===== src/rtl/pixel_pkg.sv =====
// Shared definitions for the pixel frame capture path.
//   PIX_DATA_W / PIX_N_PIX : default pixel width and pixels per frame
//   pixel_t / frame_t      : one pixel, and one frame (pixel 0 in the LSBs)
//   state_e                : capture FSM states
package pixel_pkg;

    localparam int PIX_DATA_W = 8;
    localparam int PIX_N_PIX  = 4;

    typedef logic [PIX_DATA_W-1:0] pixel_t;
    typedef pixel_t [PIX_N_PIX-1:0] frame_t;

    typedef enum logic {
        IDLE    = 1'b0,
        CAPTURE = 1'b1
    } state_e;

endpackage


===== src/rtl/pixel_out_buffer.sv =====
// Single-entry valid/ready holding register for completed frames.
//   clk, reset_n : clock and asynchronous active-low reset
//   load         : write load_data this cycle; only asserted while free is high
//   load_data    : frame to hold
//   ready        : downstream accepts the held frame
//   valid, data  : held frame and its valid flag
//   free         : the buffer can take a load this cycle
//
// Handshake: a transfer occurs on any cycle where valid && ready. data is held
// constant while valid && !ready. The slot frees up in the same cycle it is
// drained, so a load and a transfer can coincide; valid then stays high and
// data switches to the new frame.
module pixel_out_buffer #(
    parameter int W = 32
) (
    input  logic         clk,
    input  logic         reset_n,
    input  logic         load,
    input  logic [W-1:0] load_data,
    input  logic         ready,
    output logic         valid,
    output logic [W-1:0] data,
    output logic         free
);

    assign free = !valid || ready;

    always_ff @(posedge clk or negedge reset_n) begin
        if (!reset_n) begin
            valid <= 1'b0;
            data  <= '0;
        end else if (load) begin
            valid <= 1'b1;
            data  <= load_data;
        end else if (ready) begin
            valid <= 1'b0;
        end
    end

endmodule


===== src/rtl/pixel_frame_capture.sv =====
// Reassembles the serial pixel stream from the readout MUX into frame words.
//   clk, reset_n          : clock and asynchronous active-low reset
//   pix_valid/data/sel    : incoming pixel and its index (no backpressure)
//   frame_valid/ready/data: completed frame, valid/ready handshake
//   seq_err               : one-cycle pulse after an out-of-order index
//   overflow, clr_ovf     : sticky dropped-frame flag and its clear
//   frame_cnt             : frames handed off downstream, wrapping
//   dbg_state             : current capture FSM state
module pixel_frame_capture
    import pixel_pkg::*;
#(
    parameter int DATA_W = PIX_DATA_W,
    parameter int N_PIX  = PIX_N_PIX,
    parameter int SEL_W  = $clog2(N_PIX),
    parameter int CNT_W  = 8
) (
    input  logic                    clk,
    input  logic                    reset_n,
    input  logic                    pix_valid,
    input  logic [DATA_W-1:0]       pix_data,
    input  logic [SEL_W-1:0]        pix_sel,
    output logic                    frame_valid,
    input  logic                    frame_ready,
    output logic [N_PIX*DATA_W-1:0] frame_data,
    output logic                    seq_err,
    output logic                    overflow,
    input  logic                    clr_ovf,
    output logic [CNT_W-1:0]        frame_cnt,
    output state_e                  dbg_state
);

    localparam logic [SEL_W-1:0] LAST_IDX = SEL_W'(N_PIX - 1);

    state_e                         state;
    logic [SEL_W-1:0]               exp_idx;
    logic [N_PIX-1:0][DATA_W-1:0]   cap_buf;
    logic [N_PIX-1:0][DATA_W-1:0]   merged;

    logic in_order;
    logic restart;
    logic bad;
    logic complete;
    logic store;
    logic out_free;
    logic out_load;

    // exp_idx is 0 whenever the FSM is IDLE, so one compare covers both the
    // "first pixel" check in IDLE and the in-sequence check in CAPTURE.
    assign in_order = pix_valid && (pix_sel == exp_idx);
    assign bad      = pix_valid && !in_order;
    // An out-of-order sel 0 is kept as the start of a fresh frame.
    assign restart  = bad && (pix_sel == '0);
    assign complete = in_order && (state == CAPTURE) && (pix_sel == LAST_IDX);
    assign store    = in_order || restart;
    assign out_load = complete && out_free;

    // The last pixel is handed off in the cycle it arrives, so the output
    // buffer takes the capture buffer with that pixel spliced in.
    always_comb begin
        merged          = cap_buf;
        merged[pix_sel] = pix_data;
    end

    always_ff @(posedge clk or negedge reset_n) begin
        if (!reset_n) begin
            state     <= IDLE;
            exp_idx   <= '0;
            cap_buf   <= '0;
            seq_err   <= 1'b0;
            overflow  <= 1'b0;
            frame_cnt <= '0;
        end else begin
            seq_err <= bad;

            if (store) begin
                cap_buf[pix_sel] <= pix_data;
            end

            if (complete) begin
                state   <= IDLE;
                exp_idx <= '0;
            end else if (in_order) begin
                state   <= CAPTURE;
                exp_idx <= exp_idx + 1'b1;
            end else if (restart) begin
                state   <= CAPTURE;
                exp_idx <= SEL_W'(1);
            end else if (bad) begin
                state   <= IDLE;
                exp_idx <= '0;
            end

            // Set has priority over a same-cycle clear.
            if (complete && !out_free) begin
                overflow <= 1'b1;
            end else if (clr_ovf) begin
                overflow <= 1'b0;
            end

            if (frame_valid && frame_ready) begin
                frame_cnt <= frame_cnt + 1'b1;
            end
        end
    end

    pixel_out_buffer #(
        .W(N_PIX * DATA_W)
    ) u_out_buffer (
        .clk      (clk),
        .reset_n  (reset_n),
        .load     (out_load),
        .load_data(merged),
        .ready    (frame_ready),
        .valid    (frame_valid),
        .data     (frame_data),
        .free     (out_free)
    );

    assign dbg_state = state;

endmodule


===== config.mk =====
export PLATFORM = sky130hd
export DESIGN_NAME = pixel_frame_capture
export DESIGN_NICKNAME = d
export VERILOG_FILES = /design/src/rtl/pixel_pkg.sv /design/src/rtl/pixel_out_buffer.sv /design/src/rtl/pixel_frame_capture.sv
export SDC_FILE = /design/constraint.sdc
export NUM_CORES = 1
export LEC_CHECK = 0
export CORE_AREA = 2 2 122 124
export CTS_BUF_LIST = sky130_fd_sc_hd__clkbuf_8
export DETAILED_ROUTE_END_ITERATION = 8
export DIE_AREA = 0 0 124 126
export DONT_BUFFER_PORTS = 1
export SLEW_MARGIN = 20
export SYNTH_ARGS = -nofsm -noshare
export SYNTH_HDL_FRONTEND = slang
export SYNTH_SLANG_ARGS = --single-unit

===== constraint.sdc =====
create_clock -name clk -period 1.8 [get_ports clk]
set_input_delay 0.09 -clock clk [delete_from_list [all_inputs] [get_ports clk]]
set_output_delay 0.09 -clock clk [all_outputs]
set_load 0.02 [all_outputs]

==> results of run 1 <==
[power breakdown]
group	internal, mW	leakage, nW	total, mW	switching (mW)
clock network	0.817	0.118	1.48	0.659
registers	1.95	1.04	2.11	0.159
logic	0.320	0.769	0.481	0.162
total	3.08	1.93	4.06	0.980
[area by class of cell]
| class | instances | share of cell area, % |
|---|---|---|
| clock buffer | 10 | 3.31 |
| timing repair buffer | 27 | 6.20 |
| tap | 184 | 5.54 |
| inverter | 2 | 0.181 |
| sequential | 78 | 47.0 |
| clock inverter | 6 | 2.08 |
| multi-input combinational | 144 | 35.7 |
[worst reg2reg max path, cell delays in order, from the launching register on]
cell     delay [ps]
dfrtp_1         380
and2b_1         210
nor4b_4         360
buf_12          270
mux2_2          380
[path summary, 6_finish.rpt]
check / start / end / cells past startpoint / slack, ps
min in group clk: pix_data[6] / u_out_buffer.data[6] / 2 / 20
worst min register to register: cap_buf[20] / cap_buf[20] / 1 / 500
worst max register to register: u_out_buffer.valid / u_out_buffer.data[18] / 4 / 90
worst min-delay path: reset_n / cap_buf[13] / 0 / -570
worst max-delay path: u_out_buffer.valid / u_out_buffer.data[18] / 4 / 90
max in group asynchronous: reset_n / u_out_buffer.data[18] / 0 / 2230
[metal layers]
layer	track usage, %	share of wire (%)
met1	12.6	42
met5	0	0
met4	2.78	0.75
met3	4.76	6.9
met2	17.3	50
[metrics by stage]
step                area (sq um)  worst slack [ps]  std cells  util, %  power (mW)
floorplan                   3520              55.7        234        -        2.48
global placement            3760               132        418     26.3        2.56
detailed placement          3760              73.2        418     26.3        2.58
CTS                         4140              69.4        450     29.0        4.13
global route                4150             0.430        451     29.0        4.26
finish                      4150              91.2        451     29.0        4.06
[flip-flops by register name (all words and copies together), names as in the netlist]
signal / cells
cap_buf: 32
u_out_buffer.data: 32
frame_cnt: 8
exp_idx: 2
dbg_state: 1
overflow: 1
seq_err: 1
u_out_buffer.valid: 1
[logic make-up after synthesis]
kind of cell | share of synthesized area (%)
mux | 32.4
xor+xnor | 2.24
fa+ha+maj | 0.355
flops | 55.5
compound gates | 1.60
simple gates | 5.55
buf+inv | 2.42
[synth_stat cells (2+ instances only)]
| cell | instances | area, sq um |
|---|---|---|
| a21o_1 | 3 | 22.5 |
| buf_2 | 2 | 10.0 |
| buf_4 | 4 | 30.0 |
| buf_6 | 3 | 33.8 |
| dfrtp_1 | 78 | 1950 |
| inv_1 | 2 | 7.51 |
| mux2_2 | 87 | 980 |
| mux2_4 | 10 | 150 |
| nand2_1 | 6 | 22.5 |
| nand2b_1 | 3 | 18.8 |
| nand3_1 | 2 | 10.0 |
| nor2_1 | 3 | 11.3 |
| nor2_2 | 2 | 12.5 |
| o21ai_0 | 2 | 10.0 |
| xnor2_1 | 7 | 61.3 |
| xor2_1 | 2 | 17.5 |
[what timing repair did]
| action | in CTS | in global routing |
|---|---|---|
| endpoints found under the hold margin | 137 | 79 |
| buffers inserted | 0 | 0 |
| hold buffers | 16 | 1 |
==> impl_metrics.tcl, run 1 <==
set metrics [dict create \
    fin_nets 278 \
    multiInputGateArea_sq_um 1480 \
    io_pins 59 \
    clock-sinks 78 \
    synthCells 234 \
    clock.fmax_mhz 585 \
    cts_tree "yes" \
    core_area_sq_um 14300 \
    min_period_ps 1710 \
    diodes 0 \
    drc 0 \
    crit_family "simple AND/OR/NAND/NOR gates" \
    grt.total_usage_pct 10.6 \
    drv_cap 0 \
    htree_num_levels 3 \
    synth_edf_count 0 \
    synth_seq_cells 78 \
    violations "hold timing" \
    place_hpwl_um 5110 \
    regArea_sq_um 1950 \
    leakage_nw 1.93 \
    cp-end-kind "flop" \
    worst_pin_slew_ps 515 \
    min_period_over_period_pct 94.9 \
    yosysUniqueCellTypes 34 \
    holdWs_ps -571 \
    cpPeakStageDelay_ps 380 \
    row_count 44 \
    clkTransAtPathRegs_ps 90 \
    max-clock-path-buffers 2 \
    clock_skew_ps 13.4 \
    grt_pass1_wl_um 12200 \
    cts_buffers 9 \
    ant_nets 0 \
    area_delta_synth_final_pct 18.0 \
    finalWirelength_um 7870 \
    cp_cell_sequence "and2b_1 > nor4b_4 > buf_12 > mux2_2" \
    numPortBuffers 0 \
    start_kind "flop" \
    slew_headroom_pct 65.6 \
    avgViaCountPerCell 4.35 \
    critPathRequiredTime_ps 2040 \
    ys_warn_count 0 \
    grt_max_degree 79 \
    setup_tns_ps 0 \
    setup_violations 0 \
    clock_latency_ps 360 \
    slew_violations 0 \
    ctsResizeCount 0 \
    drt_iter0_drc 50 \
    gr-total-overflow 0 \
    status "finished with violations" \
    synth_seq_area_share_pct 55.5 \
    crit_slowest_cell "dfrtp_1" \
    fillers 1448 \
    worstPathArrival_ps 1950 \
    final_cell_mix "87 x mux2_2, 78 x dfrtp_1, 17 x dlygate4sd3_1, 10 x mux2_4, 10 x clkbuf_8" \
    critPathBufInv 1 \
    globalplace.congestion 0.723 \
    async_reset_ff_share_pct 100 \
    final_hold_viol_count 78 \
    dr.pass1.iters 4 \
    synth_fp_nets 250 \
    die_area_sq_um 15600 \
    clock-root-buffer "clkbuf_8" \
    drive_above_1_share_pct 47.9 \
    syn_area_sq_um 3520 \
    wire_per_inst_um 17.5 \
    synth_area_per_cell_sq_um 15.0 \
    critical_path_class "flop to flop" \
    start_util_pct 24.6 \
    final_common_cell "mux2_2" \
    grt_pass1_vias 2080 \
    cp_max_fo 31 \
    p_per_area_nw_per_um2 978 \
    ys.flop_type "dfrtp_1" \
    rsz0062_at_grt "no" \
    die_h_um 126 \
    num_vias 1963 \
    worst_hold_path_type "input pin to async pin" \
    die_width_um 124 \
    ir_drop_mv 0.593 \
    antenna_found_initial 0 \
]
Power figures use the tool's default switching activity.
==> inputs of run 2 (changes only) <==
CORE_AREA = 2 2 145 105   (was 2 2 122 124)
DIE_AREA = 0 0 147 107   (was 0 0 124 126)
==> impl_metrics.tcl, run 2 (same netlist as run 1, synthesis figures left out) <==
set metrics [dict create \
    cp_cell_sequence "and2b_1 > nor4b_4 > buf_6 > buf_12 > mux2_2" \
    start_kind "flop" \
    drive_above_1_share_pct 49.4 \
    violations "hold timing" \
    final_hold_viol_count 78 \
    worst_pin_slew_ps 465 \
    grt_use_met3_pct 4.89 \
    final_cells 462 \
    cp_max_fo 15 \
    top_regs "cap_buf (32), u_out_buffer.data (32), frame_cnt (8)" \
    max-clock-path-buffers 2 \
    drc 0 \
    fillers 1479 \
    grt_pass1_wl_um 12000 \
    crit_slowest_cell "dfrtp_1" \
    wire_per_inst_um 17.4 \
    grt.total_usage_pct 10.2 \
    area_delta_synth_final_pct 19.3 \
    cts_buffers 9 \
    clkTransAtPathRegs_ps 90 \
    cts_tree "yes" \
    dr.pass1.iters 4 \
    grtUsageMet1_pct 13.3 \
    worstPathArrival_ps 2000 \
    start_util_pct 24.5 \
    postCtsHoldBufs 15 \
    gr-total-overflow 0 \
    min_period_over_period_pct 97.5 \
    ir_drop_mv 0.400 \
    critical_path_class "flop to flop" \
    num_vias 1955 \
    grt_use_met2_pct 15.3 \
    r2r_start "u_out_buffer.valid" \
    die_width_um 147 \
    avgViaCountPerCell 4.23 \
    final_cell_mix "87 x mux2_2, 77 x dfrtp_1, 15 x dlygate4sd3_1, 10 x mux2_4, 9 x clkbuf_8" \
    numPortBuffers 0 \
    setup_violations 0 \
    finalWirelength_um 8040 \
    cp-end-kind "flop" \
    r2r-end "u_out_buffer.data[23]" \
    antenna_found_initial 0 \
    clock-sinks 78 \
    worst-r2r-cell-count 5 \
    place_inst 428 \
    grt_max_degree 79 \
    p_per_area_nw_per_um2 967 \
    grt_pass1_vias 2031 \
    status "finished with violations" \
    clock_latency_ps 360 \
    holdWs_ps -584 \
    fin_nets 278 \
    core_area_sq_um 14400 \
    place_hpwl_um 5200 \
    row_count 37 \
    grt_most_used_layer "met2" \
    clock-root-buffer "clkbuf_8" \
    min_period_ps 1760 \
    r2r_setup_slack_ps 40 \
    diodes 0 \
    clock_skew_ps 6.15 \
    clock.fmax_mhz 570 \
    final_common_cell "mux2_2" \
    globalplace.congestion 0.695 \
    leakage_nw 1.93 \
    power_mw 4.06 \
    io_pins 59 \
    worst_hold_path_type "input pin to async pin" \
    slew_headroom_pct 69.0 \
    critPathRequiredTime_ps 2050 \
    cpPeakStageDelay_ps 380 \
    slew_violations 0 \
    die_area_sq_um 15700 \
    ant_nets 0 \
    drt_iter0_drc 71 \
    htree_num_levels 3 \
    drv_cap 0 \
    die_h_um 107 \
]
-- run 2: repair_timing --
item	CTS	global route
hold endpoints to repair	143	78
resized for setup	0	5
buffers inserted	0	1
endpoints found under the setup margin	0	12
-- run 2: per-stage QoR --
| stage | worst slack (ps) | utilization, % | TNS (ps) | instance area (sq um) |
|---|---|---|---|---|
| 3_3_place_gp | 115 | 26.3 | 0 | 3780 |
| 3_5_place_dp | 66.4 | 26.3 | 0 | 3780 |
| 4_1_cts | 54.6 | 28.9 | 0 | 4150 |
| 5_1_grt | -11.7 | 29.3 | -73.8 | 4200 |
| 2_1_floorplan | 55.7 | - | 0 | 3520 |
| 6_report | 44.9 | 29.3 | 0 | 4200 |
-- run 2: final cells by class --
type                            instances  area [sq um]  share of cell area [%]
Timing Repair Buffer                   27           290                    6.91
Inverter                                2          7.51                   0.179
Multi-Input combinational cell        144          1480                    35.3
Sequential cell                        78          1950                    46.5
Tap cell                              195           244                    5.81
Clock inverter                          7          97.6                    2.32
Clock buffer                            9           124                    2.95
-- run 2: worst max path at each step --
stage / from / endpoint / slack, ps / cells after the start
finish: u_out_buffer.valid / u_out_buffer.data[23] / 40 / 5
global route: u_out_buffer.valid / u_out_buffer.data[22] / -10 / 5
CTS: exp_idx[0] / u_out_buffer.data[17] / 50 / 4
detailed placement: exp_idx[0] / u_out_buffer.data[11] / 70 / 4
global placement: exp_idx[0] / u_out_buffer.data[19] / 110 / 4
floorplan: u_out_buffer.valid / u_out_buffer.data[0] / 60 / 4
-- run 2: critical path: cells and delay by family (launching register included) --
kind / cells / cell delay [ps]
DFF: 1 / 380
buffers and inverters: 2 / 370
muxes: 1 / 350
and+or+nand+nor: 2 / 540
-- run 2: metal layers --
metal,vias up,routed length (um)
met5,-,0
met4,0,51
met3,6,610
met2,57,3520
met1,1008,3860
li1,884,-
-- run 2: power breakdown --
| group | total [mW] | leakage [nW] | switching, mW | internal (mW) |
|---|---|---|---|---|
| registers | 2.11 | 1.04 | 0.163 | 1.95 |
| clock network | 1.47 | 0.111 | 0.685 | 0.788 |
| logic | 0.476 | 0.782 | 0.162 | 0.315 |
==> inputs of run 3 (changes only) <==
RECOVER_POWER = 100   (was not set)
==> impl_metrics.tcl, run 3 (same netlist as run 1, synthesis figures left out) <==
set metrics [dict create \
    drt_iter0_drc 66 \
    grt_pass1_wl_um 12000 \
    leakage_nw 1.91 \
    r2r_start "u_out_buffer.valid" \
    violations "hold timing" \
    worstPathArrival_ps 1990 \
    globalplace.congestion 0.695 \
    r2r-end "u_out_buffer.data[9]" \
    design_area_sq_um 4170 \
    highest_layer "met4" \
    die_h_um 107 \
    fin_nets 278 \
    grt_pass1_vias 2031 \
    power_mw 4.05 \
    place_hpwl_um 5200 \
    p_comb_share_pct 11.6 \
    clock_skew_ps 6.85 \
    status "finished with violations" \
    p_int_mw 3.04 \
    diodes 0 \
    die_width_um 147 \
    drc 0 \
    grt_max_degree 79 \
    ant_nets 0 \
    slew_headroom_pct 57.3 \
    cts_buffers 9 \
    clock_latency_ps 350 \
    critical_path_class "flop to flop" \
    seqPwrFrac_pct 52.0 \
    dr.pass1.iters 4 \
    grt.total_usage_pct 10.2 \
    drive_above_1_share_pct 46.8 \
    avgViaCountPerCell 4.25 \
    min_period_over_period_pct 96.8 \
    top_regs "cap_buf (32), u_out_buffer.data (32), frame_cnt (8)" \
    htree_num_levels 3 \
    numPortBuffers 0 \
    area_delta_synth_final_pct 18.4 \
    swShare_pct 24.9 \
    clkTransAtPathRegs_ps 90 \
    worst_pin_slew_ps 641 \
    row_count 37 \
    holdWs_ps -584 \
    antenna_found_initial 0 \
    io_pins 59 \
    finalWirelength_um 8020 \
    p_clk_share_pct 36.4 \
    cp_max_fo 15 \
    slew_violations 0 \
    met1Wirelength_um 3880 \
    ir_drop_mv 0.400 \
    clock.fmax_mhz 574 \
    dr_wl_met2_um 3510 \
    start_kind "flop" \
    critPathRequiredTime_ps 2050 \
    worst_hold_path_type "input pin to async pin" \
    start_util_pct 24.5 \
    cts_tree "yes" \
    num_vias 1964 \
    clock-root-buffer "clkbuf_8" \
    postPlaceCellArea_sq_um 3780 \
    final_core_util_pct 29.0 \
    r2r_setup_slack_ps 60 \
    drv_cap 0 \
    final_common_cell "mux2_2" \
    setup.worst_path.start "u_out_buffer.valid" \
    netSwitchingPower_mw 1.01 \
    met3WireLength_um 583 \
    final_cell_mix "87 x mux2_2, 78 x dfrtp_1, 15 x dlygate4sd3_1, 10 x mux2_4, 9 x clkbuf_8" \
    postCtsHoldBufs 15 \
    final_hold_viol_count 78 \
    p_per_area_nw_per_um2 973 \
    core_area_sq_um 14400 \
    max-clock-path-buffers 2 \
    gr-total-overflow 0 \
    wire_per_inst_um 17.4 \
    worst-r2r-cell-count 5 \
    setup_violations 0 \
    die_area_sq_um 15700 \
    min_period_ps 1740 \
    cp-end-kind "flop" \
    clock-sinks 78 \
]
[run 3: cell types whose count changed in the layout (fill, tap and decap cells not counted)]
cell	delta
nand4_1	+1
nor2_2	-2
clkbuf_1	+2
nor3_1	+1
nand4_2	-1
nor2_1	+2
dfrtp_2	-1
nor3_4	-1
and2_1	-1
dfrtp_1	+1
buf_4	-2
and2_0	+1
[run 3: per-stage QoR]
step | setup TNS, ps | worst slack, ps | std cells
final | 0 | 56.9 | 462
after global routing | -0.211 | -0.211 | 462
after global placement | 0 | 115 | 428
after CTS | 0 | 54.6 | 459
after floorplan | 0 | 55.7 | 234
after detailed placement | 0 | 66.4 | 428
[run 3: final cells by class]
class,instances,area [sq um]
clock buffers,9,124
clock inverters,7,97.6
fillers,1487,10200
inverters,2,7.51
multi-input cells,144,1460
flip-flops and latches,78,1950
well taps,195,244
repair buffers,27,283
[run 3: worst max-delay path by stage]
stage	slack [ps]	end
detailed placement	70	u_out_buffer.data[11]
floorplan	60	u_out_buffer.data[0]
CTS	50	u_out_buffer.data[17]
global placement	110	u_out_buffer.data[19]
global route	-0.2	u_out_buffer.data[22]
finish	60	u_out_buffer.data[9]
[run 3: routing by layer]
metal	GRT usage [%]	vias to the layer above
met1	13.3	1019
met2	15.3	52
met4	2.68	0
met3	4.89	6
met5	0	-
li1	-	887
[run 3: what timing repair did]
item                                   in CTS  in global routing
endpoints found under the hold margin     143                 78
setup endpoints to repair                   0                 12
setup buffers                               0                  1
gates resized for setup                     0                  5
[run 3: power groups by stage]
stage | sequential [mW] | clock [mW] | combinational (mW)
3_5_place_dp | 2.15 | 0 | 0.431
2_1_floorplan | 2.11 | 0 | 0.373
3_3_place_gp | 2.14 | 0 | 0.418
5_1_grt | 2.14 | 1.61 | 0.506
6_report | 2.11 | 1.48 | 0.469
4_1_cts | 2.11 | 1.53 | 0.480
[run 3: worst max-delay path: stages (launching register included)]
cell and delay, ps:
dfrtp_1 380, and2b_1 210, nor4b_4 330, buf_6 190, buf_12 180, mux2_2 340
